[config.mk]
export PLATFORM = sky130hd
export DESIGN_NAME = video_sync_gen
export DESIGN_NICKNAME = d
export VERILOG_FILES = /design/src/rtl/video_timing_pkg.sv /design/src/rtl/video_raster_counter.sv /design/src/rtl/video_sync_gen.sv
export SDC_FILE = /design/constraint.sdc
export NUM_CORES = 1
export LEC_CHECK = 0
export CORE_AREA = 2 2 70 72
export CTS_CLUSTER_DIAMETER = 50
export CTS_CLUSTER_SIZE = 16
export DETAILED_ROUTE_END_ITERATION = 7
export DIE_AREA = 0 0 72 74
export GPL_TIMING_DRIVEN = 0
export SYNTH_ARGS = -nofsm -noshare
export SYNTH_HDL_FRONTEND = slang
export SYNTH_HIERARCHICAL = 1
export SYNTH_SLANG_ARGS = --single-unit
[constraint.sdc]
create_clock -name clk -period 1.85 [get_ports clk]
set_input_delay 0.37 -clock clk [delete_from_list [all_inputs] [get_ports clk]]
set_output_delay 0.37 -clock clk [all_outputs]
set_load 0.1 [all_outputs]
[src/rtl/video_timing_pkg.sv]
// video_timing_pkg
//   Shared raster timing constants for the sync generator and the
//   scandoubler top level.
//   - Default 15 kHz PAL-style timing, which matches the 48K raster.
//   - Timing sets for 48K, 128K and Pentagon, packed as video_timing_t.
//   - A half-open window test helper.
//   All window limits are 10 bits wide, so START+LEN up to 1023 does not
//   overflow.
package video_timing_pkg;

    localparam int unsigned DEF_H_TOTAL      = 448;
    localparam int unsigned DEF_V_TOTAL      = 312;
    localparam int unsigned DEF_HBLANK_START = 320;
    localparam int unsigned DEF_HBLANK_END   = 416;
    localparam int unsigned DEF_HSYNC_START  = 344;
    localparam int unsigned DEF_HSYNC_LEN    = 32;
    localparam int unsigned DEF_VBLANK_START = 248;
    localparam int unsigned DEF_VBLANK_END   = 256;
    localparam int unsigned DEF_VSYNC_START  = 248;
    localparam int unsigned DEF_VSYNC_LINES  = 4;

    typedef struct packed {
        logic [9:0] h_total;
        logic [9:0] v_total;
        logic [9:0] hblank_start;
        logic [9:0] hblank_end;
        logic [9:0] hsync_start;
        logic [9:0] hsync_len;
        logic [9:0] vblank_start;
        logic [9:0] vblank_end;
        logic [9:0] vsync_start;
        logic [9:0] vsync_lines;
    } video_timing_t;

    localparam video_timing_t TIMING_48K = '{
        h_total: 10'd448, v_total: 10'd312,
        hblank_start: 10'd320, hblank_end: 10'd416,
        hsync_start: 10'd344, hsync_len: 10'd32,
        vblank_start: 10'd248, vblank_end: 10'd256,
        vsync_start: 10'd248, vsync_lines: 10'd4
    };

    localparam video_timing_t TIMING_128K = '{
        h_total: 10'd456, v_total: 10'd311,
        hblank_start: 10'd320, hblank_end: 10'd424,
        hsync_start: 10'd344, hsync_len: 10'd32,
        vblank_start: 10'd248, vblank_end: 10'd256,
        vsync_start: 10'd248, vsync_lines: 10'd4
    };

    localparam video_timing_t TIMING_PENTAGON = '{
        h_total: 10'd448, v_total: 10'd320,
        hblank_start: 10'd320, hblank_end: 10'd416,
        hsync_start: 10'd328, hsync_len: 10'd32,
        vblank_start: 10'd240, vblank_end: 10'd256,
        vsync_start: 10'd240, vsync_lines: 10'd8
    };

    // Half-open window test: lo <= pos < hi.
    function automatic logic in_window(input logic [9:0] pos,
                                       input logic [9:0] lo,
                                       input logic [9:0] hi);
        return (pos >= lo) && (pos < hi);
    endfunction

endpackage

[src/rtl/video_raster_counter.sv]
// video_raster_counter
//   Horizontal and vertical raster counters with one-clk wrap pulses.
//   All state advances only when en_i is high. Both pulses are forced low
//   on any clk with en_i low, so each pulse lasts exactly one clk.
// Ports:
//   clk            system clock
//   rst            synchronous reset, active high
//   en_i           pixel clock enable
//   hc_o / vc_o    current horizontal / vertical count
//   line_start_o   high for one clk after the hc wrap
//   frame_start_o  high for one clk after the combined hc and vc wrap
module video_raster_counter
    import video_timing_pkg::*;
#(
    parameter int unsigned H_TOTAL = DEF_H_TOTAL,
    parameter int unsigned V_TOTAL = DEF_V_TOTAL
) (
    input  logic       clk,
    input  logic       rst,
    input  logic       en_i,
    output logic [8:0] hc_o,
    output logic [8:0] vc_o,
    output logic       line_start_o,
    output logic       frame_start_o
);

    localparam logic [8:0] H_LAST = 9'(H_TOTAL - 1);
    localparam logic [8:0] V_LAST = 9'(V_TOTAL - 1);

    logic [8:0] hc_q, hc_d;
    logic [8:0] vc_q, vc_d;
    logic       line_start_q, line_start_d;
    logic       frame_start_q, frame_start_d;

    always_comb begin
        hc_d          = hc_q;
        vc_d          = vc_q;
        line_start_d  = 1'b0;
        frame_start_d = 1'b0;
        if (en_i) begin
            if (hc_q == H_LAST) begin
                hc_d          = 9'd0;
                vc_d          = (vc_q == V_LAST) ? 9'd0 : vc_q + 9'd1;
                line_start_d  = 1'b1;
                frame_start_d = (vc_q == V_LAST);
            end else begin
                hc_d = hc_q + 9'd1;
            end
        end
    end

    always_ff @(posedge clk) begin
        if (rst) begin
            hc_q          <= 9'd0;
            vc_q          <= 9'd0;
            line_start_q  <= 1'b0;
            frame_start_q <= 1'b0;
        end else begin
            hc_q          <= hc_d;
            vc_q          <= vc_d;
            line_start_q  <= line_start_d;
            frame_start_q <= frame_start_d;
        end
    end

    assign hc_o          = hc_q;
    assign vc_o          = vc_q;
    assign line_start_o  = line_start_q;
    assign frame_start_o = frame_start_q;

endmodule

[src/rtl/video_sync_gen.sv]
// video_sync_gen
//   15 kHz PAL-style raster timing for the scandoubler.
//   - Raster counters, provided by video_raster_counter.
//   - Active-low hsync, vsync and composite sync.
//   - Blanking flag and blanked RGB.
//   Sync, blank and RGB are decoded from the counter values before the
//   increment and are registered on the same pixen tick. They therefore lag
//   hc/vc by one pixen tick.
// Ports:
//   clk, rst                  clock, synchronous active-high reset
//   pixen                     pixel clock enable
//   ri/gi/bi                  3-bit pixel colour in, aligned with the current hc
//   hc/vc                     raster counters
//   ro/go/bo                  colour out, forced to 0 while blanked
//   hsync_n/vsync_n/csync_n   active-low syncs
//   blank                     high inside the blanking window
//   line_start/frame_start    one-clk wrap pulses
module video_sync_gen
    import video_timing_pkg::*;
#(
    parameter int unsigned H_TOTAL      = DEF_H_TOTAL,
    parameter int unsigned V_TOTAL      = DEF_V_TOTAL,
    parameter int unsigned HBLANK_START = DEF_HBLANK_START,
    parameter int unsigned HBLANK_END   = DEF_HBLANK_END,
    parameter int unsigned HSYNC_START  = DEF_HSYNC_START,
    parameter int unsigned HSYNC_LEN    = DEF_HSYNC_LEN,
    parameter int unsigned VBLANK_START = DEF_VBLANK_START,
    parameter int unsigned VBLANK_END   = DEF_VBLANK_END,
    parameter int unsigned VSYNC_START  = DEF_VSYNC_START,
    parameter int unsigned VSYNC_LINES  = DEF_VSYNC_LINES
) (
    input  logic       clk,
    input  logic       rst,
    input  logic       pixen,
    input  logic [2:0] ri,
    input  logic [2:0] gi,
    input  logic [2:0] bi,
    output logic [8:0] hc,
    output logic [8:0] vc,
    output logic [2:0] ro,
    output logic [2:0] go,
    output logic [2:0] bo,
    output logic       hsync_n,
    output logic       vsync_n,
    output logic       csync_n,
    output logic       blank,
    output logic       line_start,
    output logic       frame_start
);

    // Sync windows must not wrap around the end of a line or frame.
    if (HSYNC_START + HSYNC_LEN > H_TOTAL) begin : g_bad_hsync
        $error("video_sync_gen: HSYNC_START+HSYNC_LEN exceeds H_TOTAL");
    end
    if (VSYNC_START + VSYNC_LINES > V_TOTAL) begin : g_bad_vsync
        $error("video_sync_gen: VSYNC_START+VSYNC_LINES exceeds V_TOTAL");
    end
    if (H_TOTAL > 512 || V_TOTAL > 512) begin : g_bad_total
        $error("video_sync_gen: H_TOTAL and V_TOTAL must not exceed 512");
    end
    if (HSYNC_LEN < 1 || VSYNC_LINES < 1) begin : g_bad_len
        $error("video_sync_gen: sync lengths must be at least 1");
    end

    localparam logic [9:0] HS_LO = 10'(HSYNC_START);
    localparam logic [9:0] HS_HI = 10'(HSYNC_START + HSYNC_LEN);
    localparam logic [9:0] VS_LO = 10'(VSYNC_START);
    localparam logic [9:0] VS_HI = 10'(VSYNC_START + VSYNC_LINES);
    localparam logic [9:0] HB_LO = 10'(HBLANK_START);
    localparam logic [9:0] HB_HI = 10'(HBLANK_END);
    localparam logic [9:0] VB_LO = 10'(VBLANK_START);
    localparam logic [9:0] VB_HI = 10'(VBLANK_END);

    video_raster_counter #(
        .H_TOTAL (H_TOTAL),
        .V_TOTAL (V_TOTAL)
    ) u_counter (
        .clk           (clk),
        .rst           (rst),
        .en_i          (pixen),
        .hc_o          (hc),
        .vc_o          (vc),
        .line_start_o  (line_start),
        .frame_start_o (frame_start)
    );

    logic [9:0] hc_x, vc_x;
    logic       hs, vs, bl;

    logic       hsync_n_q, hsync_n_d;
    logic       vsync_n_q, vsync_n_d;
    logic       csync_n_q, csync_n_d;
    logic       blank_q, blank_d;
    logic [2:0] ro_q, ro_d;
    logic [2:0] go_q, go_d;
    logic [2:0] bo_q, bo_d;

    assign hc_x = {1'b0, hc};
    assign vc_x = {1'b0, vc};

    always_comb begin
        hs = in_window(hc_x, HS_LO, HS_HI);
        vs = in_window(vc_x, VS_LO, VS_HI);
        bl = in_window(hc_x, HB_LO, HB_HI) || in_window(vc_x, VB_LO, VB_HI);

        hsync_n_d = ~hs;
        vsync_n_d = ~vs;
        // During vsync lines the hsync pulse is inverted (serrated csync).
        csync_n_d = ~(hs ^ vs);
        blank_d   = bl;
        ro_d      = bl ? 3'd0 : ri;
        go_d      = bl ? 3'd0 : gi;
        bo_d      = bl ? 3'd0 : bi;
    end

    always_ff @(posedge clk) begin
        if (rst) begin
            hsync_n_q <= 1'b1;
            vsync_n_q <= 1'b1;
            csync_n_q <= 1'b1;
            blank_q   <= 1'b1;
            ro_q      <= 3'd0;
            go_q      <= 3'd0;
            bo_q      <= 3'd0;
        end else if (pixen) begin
            hsync_n_q <= hsync_n_d;
            vsync_n_q <= vsync_n_d;
            csync_n_q <= csync_n_d;
            blank_q   <= blank_d;
            ro_q      <= ro_d;
            go_q      <= go_d;
            bo_q      <= bo_d;
        end
    end

    assign hsync_n = hsync_n_q;
    assign vsync_n = vsync_n_q;
    assign csync_n = csync_n_q;
    assign blank   = blank_q;
    assign ro      = ro_q;
    assign go      = go_q;
    assign bo      = bo_q;

endmodule
======== Yosys cells after proc, flatten, opt, wreduce, memory -nomap -nowiden ========
Cells that the tools add are included.
word-level totals
  flip-flop bits (word level) ............. 33
  input port bits ......................... 12
  logic and storage cells ................. 42
cells by class
  $add $sub $neg .......................... 2
  $lt $le $gt $ge ......................... 7
  equal/unequal tests ..................... 2
  multiplexer cells ....................... 6
  bitwise operators ....................... 6
  reductions and logical operators ........ 8
operator list
  kind                                                                count
  less-than comparator 9 bit (second input constant)                  3
  adder 9 x 1 -> 9 bit (second input constant)                        2
  == test 9 bit (second input constant)                               2
  greater-or-equal comparator 9 bit (second input constant)           2
  2-to-1 mux 9 bit                                                    2
  greater-or-equal comparator 9 x 8 -> 1 bit (second input constant)  1
  less-than comparator 9 x 8 -> 1 bit (second input constant)         1
  2-to-1 mux 3 bit                                                    3
  inverter 1 bit                                                      5
  logical AND 1 bit                                                   4
  OR reduction 3 bit                                                  1
  AND reduction 2 bit                                                 1
  OR reduction 2 bit                                                  1
  logical OR 1 bit                                                    1
  2-to-1 mux 1 bit                                                    1
  XOR 1 bit                                                           1

======== Logic depth before layout (Yosys ltp) ========
Gate-level depths: netlist of the first run.
  depth after elaboration ................. 4
  depth in mapped cells ................... 7

======== Cells and area by module ========
The synthesis of the first run kept the hierarchy.
modules (own cells, without submodules)
  module                instances  cells each  area each (µm²)  sequential area each (µm²)
  video_raster_counter  1          112         957.2            400.4
  video_sync_gen        1          59          570.5            260.2

======== Worst setup path before layout of the first run ========
No wires, ideal clock.
  kind .................................... register -> register
  start ................................... register u_counter.hc_q[0] (netlist: u_counter/hc_o[0])
  end ..................................... register u_counter.vc_q[7] (netlist: u_counter/vc_o[7])
  library setup time ...................... 0.071 ns
  arrival time ............................ 2.256 ns
  required time ........................... 1.779 ns
  setup slack ............................. -0.477 ns
  cell stages (with the launch flop) ...... 7
  buffers on the path ..................... 1
  cell sequence ........................... dfxtp_1 -> ha_1 -> and3_1 -> buf_4 -> nand3_2 -> or4_1 -> a21oi_1
on the way
  word-level cells in the longest chain between the ends .. 2
RTL lines
  item                                  RTL line                    RTL
  start: declaration                    video_raster_counter.sv:30  logic [8:0] hc_q, hc_d;
  start signal: assignment              video_raster_counter.sv:54  hc_q <= 9'd0;
  start signal: assignment              video_raster_counter.sv:59  hc_q <= hc_d;
  == test 9 bit                         video_raster_counter.sv:41  if (hc_q == H_LAST) begin
  AND reduction 2 bit (no source line)  n/a
  end signal: assignment                video_raster_counter.sv:60  vc_q <= vc_d;
  end: declaration                      video_raster_counter.sv:31  logic [8:0] vc_q, vc_d;
No other way between the ends.
A chain may end at the register's enable or synchronous reset.

======== Worst setup path after layout of the first run ========
  start ................................... register vsync_n_q (netlist: vsync_n)
  end ..................................... output port vsync_n
RTL lines
  item                      RTL line               RTL
  start: declaration        video_sync_gen.sv:91   logic vsync_n_q, vsync_n_d;
  start signal: assignment  video_sync_gen.sv:127  vsync_n_q <= vsync_n_d;
  end: declaration          video_sync_gen.sv:44   output logic vsync_n,
No word-level cell between the ends.

==> metrics, run 1 <==
RSZ-0062 raised after global routing=no; worst r2r src=u_counter/hc_o[0]; number of diodes=0; syn nets=185; Hold Startpoint=u_counter/vc_o[1]; vias per cell=about 5.3; r2r setup slk=190 ps; vias in the first global route=approximately 1,300; clk_lat worst skew=about 280 ps; Iteration-0 DRC Markers=76; DIE WIDTH=~72 um; clock slew at reported path FFs=70 ps; Worst setup SP type=register; WL per Instance=about 14 um; status=complete, no violations; row count=25; Sink Count=33; commonest non-fill, non-tap cells in the layout=dfxtp_2 (16), nand2_1 (15), dfxtp_1 (15); Starting Density=33.2%; YS warnings=6; synth-to-layout area growth=39.9%; post-route setup TNS=0 ps; total grt overflow=0; Critical Path AT=1430 ps; Max rail drop VDD=319 uV; Max Clk Rate=0.554 GHz; Worst Clk Skew=a little over 3 ps; critical path class=register to output pin; Tcrit/Tclk final=97.5%; sequential area share after synthesis=43.2%; worst rel slew slack=36.8%; Synth Area per Inst=roughly 8.9 um2; worst min path class=register to register; max-cap violations=0; pre-CTS setup slack=-417 ps; htree depth=2; Synth Flop Type=dfxtp_1; Synth async-reset ratio=0%; PostCTS Resize Cnt=73; post-synth top area share=43.2%; worst path cell trace=clkdlybuf4s15_1; largest net degree at the start of global routing=12; CP max stage delay=820 ps; Mapped Cells=171; CTS root buffer=clkbuf_8; most common cell after layout, fill and taps aside=dfxtp_2; fin. max-slew vios=0; total CTS buffers=5; final WL=3750 um; first-pass GRT wire length=6130 um; Final Hold Violating Endpoints=0; CTS tree=built; GRT Util Overall=14.6%; overall power=0.00156 W; initial antenna violation count=0; Final #Nets=between 200 and 250; Clock Path Buffers=2; cell family with most CP delay=buffers and inverters; WHS=479 ps; setup slack after layout=~46 ps; Worst EP required=roughly 1500 ps; P per Cell Area=729 mW/mm2; cell taking the most area after synthesis=dfxtp_1; routed via count=1,465; post-synthesis cell type count=48; I/O pins=45; hold buffers post-CTS=0; core footprint=about 0.0046 mm2; Synth Register Bits=33; worst-path fanout max=2; Final ANT Viol Nets=0; I/O Buffers=44; drt pass-1 iters=4; full die area=0.00533 mm2; DR DRC count=0; RD Place Congestion=0.834; Post-synth EDFFs=0; Synth area leaders=dfxtp_1 (43%), and3_1 (4.5%), a41o_1 (3.9%); min cycle time layout=1800 ps; post-CTS setup buffer count=0; Tightest Pin Transition=951 ps; Final Setup Violations=0; slowest stage cell, crit path=clkdlybuf4s15_1; Buf+Inv Stages, Crit Path=1; post-DP HPWL=2690 um; Mapped Area=0.00153 mm2; CP startpoint=vsync_n; share of layout cells above drive strength 1=between 20% and 30%; LEAKAGE=between 0.8 and 0.9 nW; CP Capture Type=output pin; Die Height=between 70 and 80 um
## registers in the layout (all words and copies together) (netlist names)
name / count
vsync_n: 1
bo: 3
u_counter/hc_o: 9
blank: 1
hsync_n: 1
u_counter/line_start_o: 1
go: 3
u_counter/frame_start_o: 1
ro: 3
csync_n: 1
u_counter/vc_o: 9
## worst min-delay path: cells and delay by family, from the launching register on
kind	cells	cell delay, ps
compound gates	1	50
flops	1	330
simple gates	1	50
## synth_stat cells, types with 2 or more instances
cell and count:
xnor2_1 3, dfxtp_1 33, or3_1 3, nand3_1 6, nor3b_1 2, o22ai_1 2, xor2_1 4, ha_1 2
nor4_1 2, and3b_1 2, a21oi_1 9, a32o_1 3, nor2_1 12, nand2b_1 3, o31ai_1 3, and3_1 11
o211ai_1 2, a41o_1 6, inv_1 2, nor2b_1 2, nor3_1 5, nor4bb_1 2, clkbuf_1 6, buf_2 2
nand2_1 15, o21ai_0 3, nand4_1 5
## metal layers
layer	GRT usage [%]	vias up	part of all wire, %
met1	19.7	687	47
met2	22.6	33	47
met5	0	-	0
met3	3.79	5	5.4
met4	5.66	0	1.3
li1	-	740	-
## worst paths after layout
check	to	cells past startpoint
max	vsync_n	1
min reg2reg	u_counter/vc_o[1]	2
max reg2reg	u_counter/vc_o[8]	7
min	u_counter/vc_o[1]	2
## area by class of cell
class,instances,area [um2]
fillers,479,2460
multi-input cells,126,816
flip-flops and latches,33,688
repair buffers,44,410
clock buffers,7,96.3
well taps,54,67.6
plain buffers,9,42.5
inverters,3,11.3
clock inverters,1,5.00
## power by group
group / total, W / internal (W) / switching [W]
combinational: 0.000236 / 0.0000556 / 0.000180
sequential: 0.000739 / 0.000728 / 0.0000106
clock: 0.000583 / 0.000336 / 0.000247
## per-stage QoR
step	area, um2	std cells	utilization (%)
after CTS	2170	277	47.2
after global routing	2140	277	46.5
after global placement	2060	269	44.9
after floorplan	1560	171	-
after detailed placement	2060	269	44.9
final	2140	277	46.5
## kinds of logic (layout without fill, tap and decap cells)
kind of cell               after synthesis  count (layout)  share of synthesized area, %
AOI/OAI and AO/OA                       34              34                          16.0
adders and majority gates                2               2                          1.64
buffers and inverters                   12              64                          3.36
and+or+nand+nor                         82              82                          31.1
xor gates and xnor gates                 7               7                          4.01
muxes                                    1               1                         0.655
DFF                                     33              33                          43.2
Note: power is estimated with default switching activity, not from simulation.
==> run 2: changes to the inputs <==
--- a/config.mk
+++ b/config.mk
@@ -7,7 +7,6 @@
 export LEC_CHECK = 0
 export CORE_AREA = 2 2 70 72
 export CTS_CLUSTER_DIAMETER = 50
-export CTS_CLUSTER_SIZE = 16
 export DETAILED_ROUTE_END_ITERATION = 7
 export DIE_AREA = 0 0 72 74
 export GPL_TIMING_DRIVEN = 0
@@ -15,3 +14,4 @@
 export SYNTH_HDL_FRONTEND = slang
 export SYNTH_HIERARCHICAL = 1
 export SYNTH_SLANG_ARGS = --single-unit
+export TNS_END_PERCENT = 5
==> metrics, run 2 (synthesized netlist as in run 1, its figures left out) <==
status=complete, no violations; P per Cell Area=706 mW/mm2 (-3.2%); Critical Path AT=1450 ps (+20 ps); Sink Count=33 (unchanged); Worst Clk Skew=3.40 ps (+0.322 ps); CTS root buffer=clkbuf_8; share of layout cells above drive strength 1=27.8% (+0.45 points); clock slew at reported path FFs=70 ps (about the same); worst min path class=register to register; largest net degree at the start of global routing=12 (unchanged); CP max stage delay=850 ps (+30 ps); CP Capture Type=output pin; total CTS buffers=5 (unchanged); CTS tree=built; crit path to=bo[1]; hold buffers post-CTS=0 (unchanged); Worst EP required=1480 ps (about the same); most common cell after layout, fill and taps aside=dfxtp_1; htree depth=2 (unchanged); initial antenna violation count=0 (unchanged); full die area=0.00533 mm2 (unchanged); DIE WIDTH=72 um (unchanged); post-CTS setup buffer count=0 (unchanged); R2R cell count=7 (unchanged); Final ANT Viol Nets=0 (unchanged); drt pass-1 iters=4 (unchanged); max-cap violations=0 (unchanged); Final Setup Violations=0 (unchanged); Tightest Pin Transition=953 ps (+1.66 ps); WHS=475 ps (-3.58 ps); worst-path fanout max=2 (unchanged); Max rail drop VDD=331 uV (+3.8%); synth-to-layout area growth=37.8%; worst r2r src=u_counter/hc_o[0]; Iteration-0 DRC Markers=37 (-51%); I/O Buffers=44 (unchanged); total grt overflow=0 (unchanged); I/O pins=45 (unchanged); vias per cell=5.26 (-0.61%); setup slack after layout=32.9 ps (-12.8 ps); RSZ-0062 raised after global routing=yes; CP startpoint=bo[1]; critical path class=register to output pin; Final #Nets=236 (unchanged); Buf+Inv Stages, Crit Path=1 (unchanged); commonest non-fill, non-tap cells in the layout=dfxtp_1 (16), nand2_1 (15), clkdlybuf4s15_2 (15), dfxtp_2 (15), clkbuf_2 (13); fin. max-slew vios=0 (unchanged); clk_lat worst skew=280 ps (about the same); Finished Layout Cells=277 (unchanged); final WL=3680 um (-1.6%); first-pass GRT wire length=6100 um (-0.57%); routed via count=1,456 (-0.61%); DR DRC count=0 (unchanged); cell family with most CP delay=buffers and inverters; post-DP HPWL=2670 um (-0.76%); RD Place Congestion=0.819 (-1.9%); worst path cell trace=dlygate4sd2_1; Max Clk Rate=0.550 GHz (-0.70%); GRT Util Overall=14.6% (-0.073 points); Tcrit/Tclk final=98.2% (+0.69 points); LEAKAGE=0.857 nW (-0.68%); pre-CTS setup slack=-397 ps (+19.7 ps); core footprint=0.00460 mm2 (unchanged); Stages on worst setup path=1 (unchanged); Starting Density=33.2% (unchanged); Die Height=74 um (unchanged); Final Hold Violating Endpoints=0 (unchanged); Clock Path Buffers=2 (unchanged); row count=25 (unchanged); worst rel slew slack=36.7% (-0.11 points); Reg-to-Reg End=u_counter/vc_o[8]; fillcell total=469 (-2.1%); WL per Instance=13.3 um (-1.6%); post-placement cell count=269 (unchanged); r2r setup slk=180 ps (about the same); number of diodes=0 (unchanged); vias in the first global route=1,327 (+1.5%); Worst setup SP type=register; min cycle time layout=1820 ps (+12.8 ps); slowest stage cell, crit path=dlygate4sd2_1
run 2: changes by cell type in the layout (fill, tap and decap cells not counted):
cell	before	now
dfxtp_2	16	15
clkbuf_2	11	13
clkinv_2	1	2
clkdlybuf4s15_1	9	4
dfxtp_1	15	16
clkbuf_8	7	5
clkdlybuf4s15_2	14	15
dlygate4sd2_1	2	4
clkbuf_1	4	5
run 2: area by class of cell:
class | instances | area [um2] | share of cell area [%]
multi-input combinational | 126 | 816 | 38.7
sequential | 33 | 687 | 32.6
timing repair buffer | 44 | 399 | 19.0
clock buffer | 6 | 72.6 | 3.45
tap | 54 | 67.6 | 3.21
buffer | 9 | 42.5 | 2.02
inverter | 3 | 11.3 | 0.535
clock inverter | 2 | 10.0 | 0.475
run 2: repair_timing:
item / 4_1_cts / 5_1_grt
hold endpoints to repair: 0 / 0
setup endpoints to repair: 38 / 28
gates resized for setup: 72 / 21
run 2: worst min path at each step:
stage                      startpoint                end  slack, ps  cells past startpoint
global placement              csync_n            csync_n        470                      2
detailed placement  u_counter/vc_o[1]  u_counter/vc_o[1]        470                      2
finish              u_counter/vc_o[1]  u_counter/vc_o[1]        480                      2
CTS                 u_counter/vc_o[1]  u_counter/vc_o[1]        480                      2
floorplan                         rst              go[2]        470                      1
global route        u_counter/vc_o[1]  u_counter/vc_o[1]        510                      2
run 2: worst min-delay path, stage by stage (launching register included):
cell and delay [ps]:
dfxtp_2 340, nand2_1 50, a21oi_1 50
run 2: power by group:
group          total, W  switching (W)  internal [W]
logic          0.000234       0.000180     0.0000538
clock network  0.000514       0.000254      0.000260
registers      0.000739      0.0000107      0.000728
total           0.00149       0.000444       0.00104
run 2: through the flow:
step	area [um2]	setup TNS, ps	utilization, %	total power [W]
floorplan	1550	-14.0	-	0.000929
global placement	2060	-6160	44.8	0.00100
global route	2110	-106	45.8	0.00155
detailed placement	2060	-6060	44.8	0.00101
CTS	2150	0	46.7	0.00151
finish	2110	0	45.8	0.00149
run 2: per-layer routing:
metal  share of wire [%]  GRT usage, %  up-vias
met5                   0             0        -
met4                 1.7          6.29        0
met3                 5.1          4.07        6
met2                  46          24.0       31
met1                  47          18.0      680
li1                    -             -      739
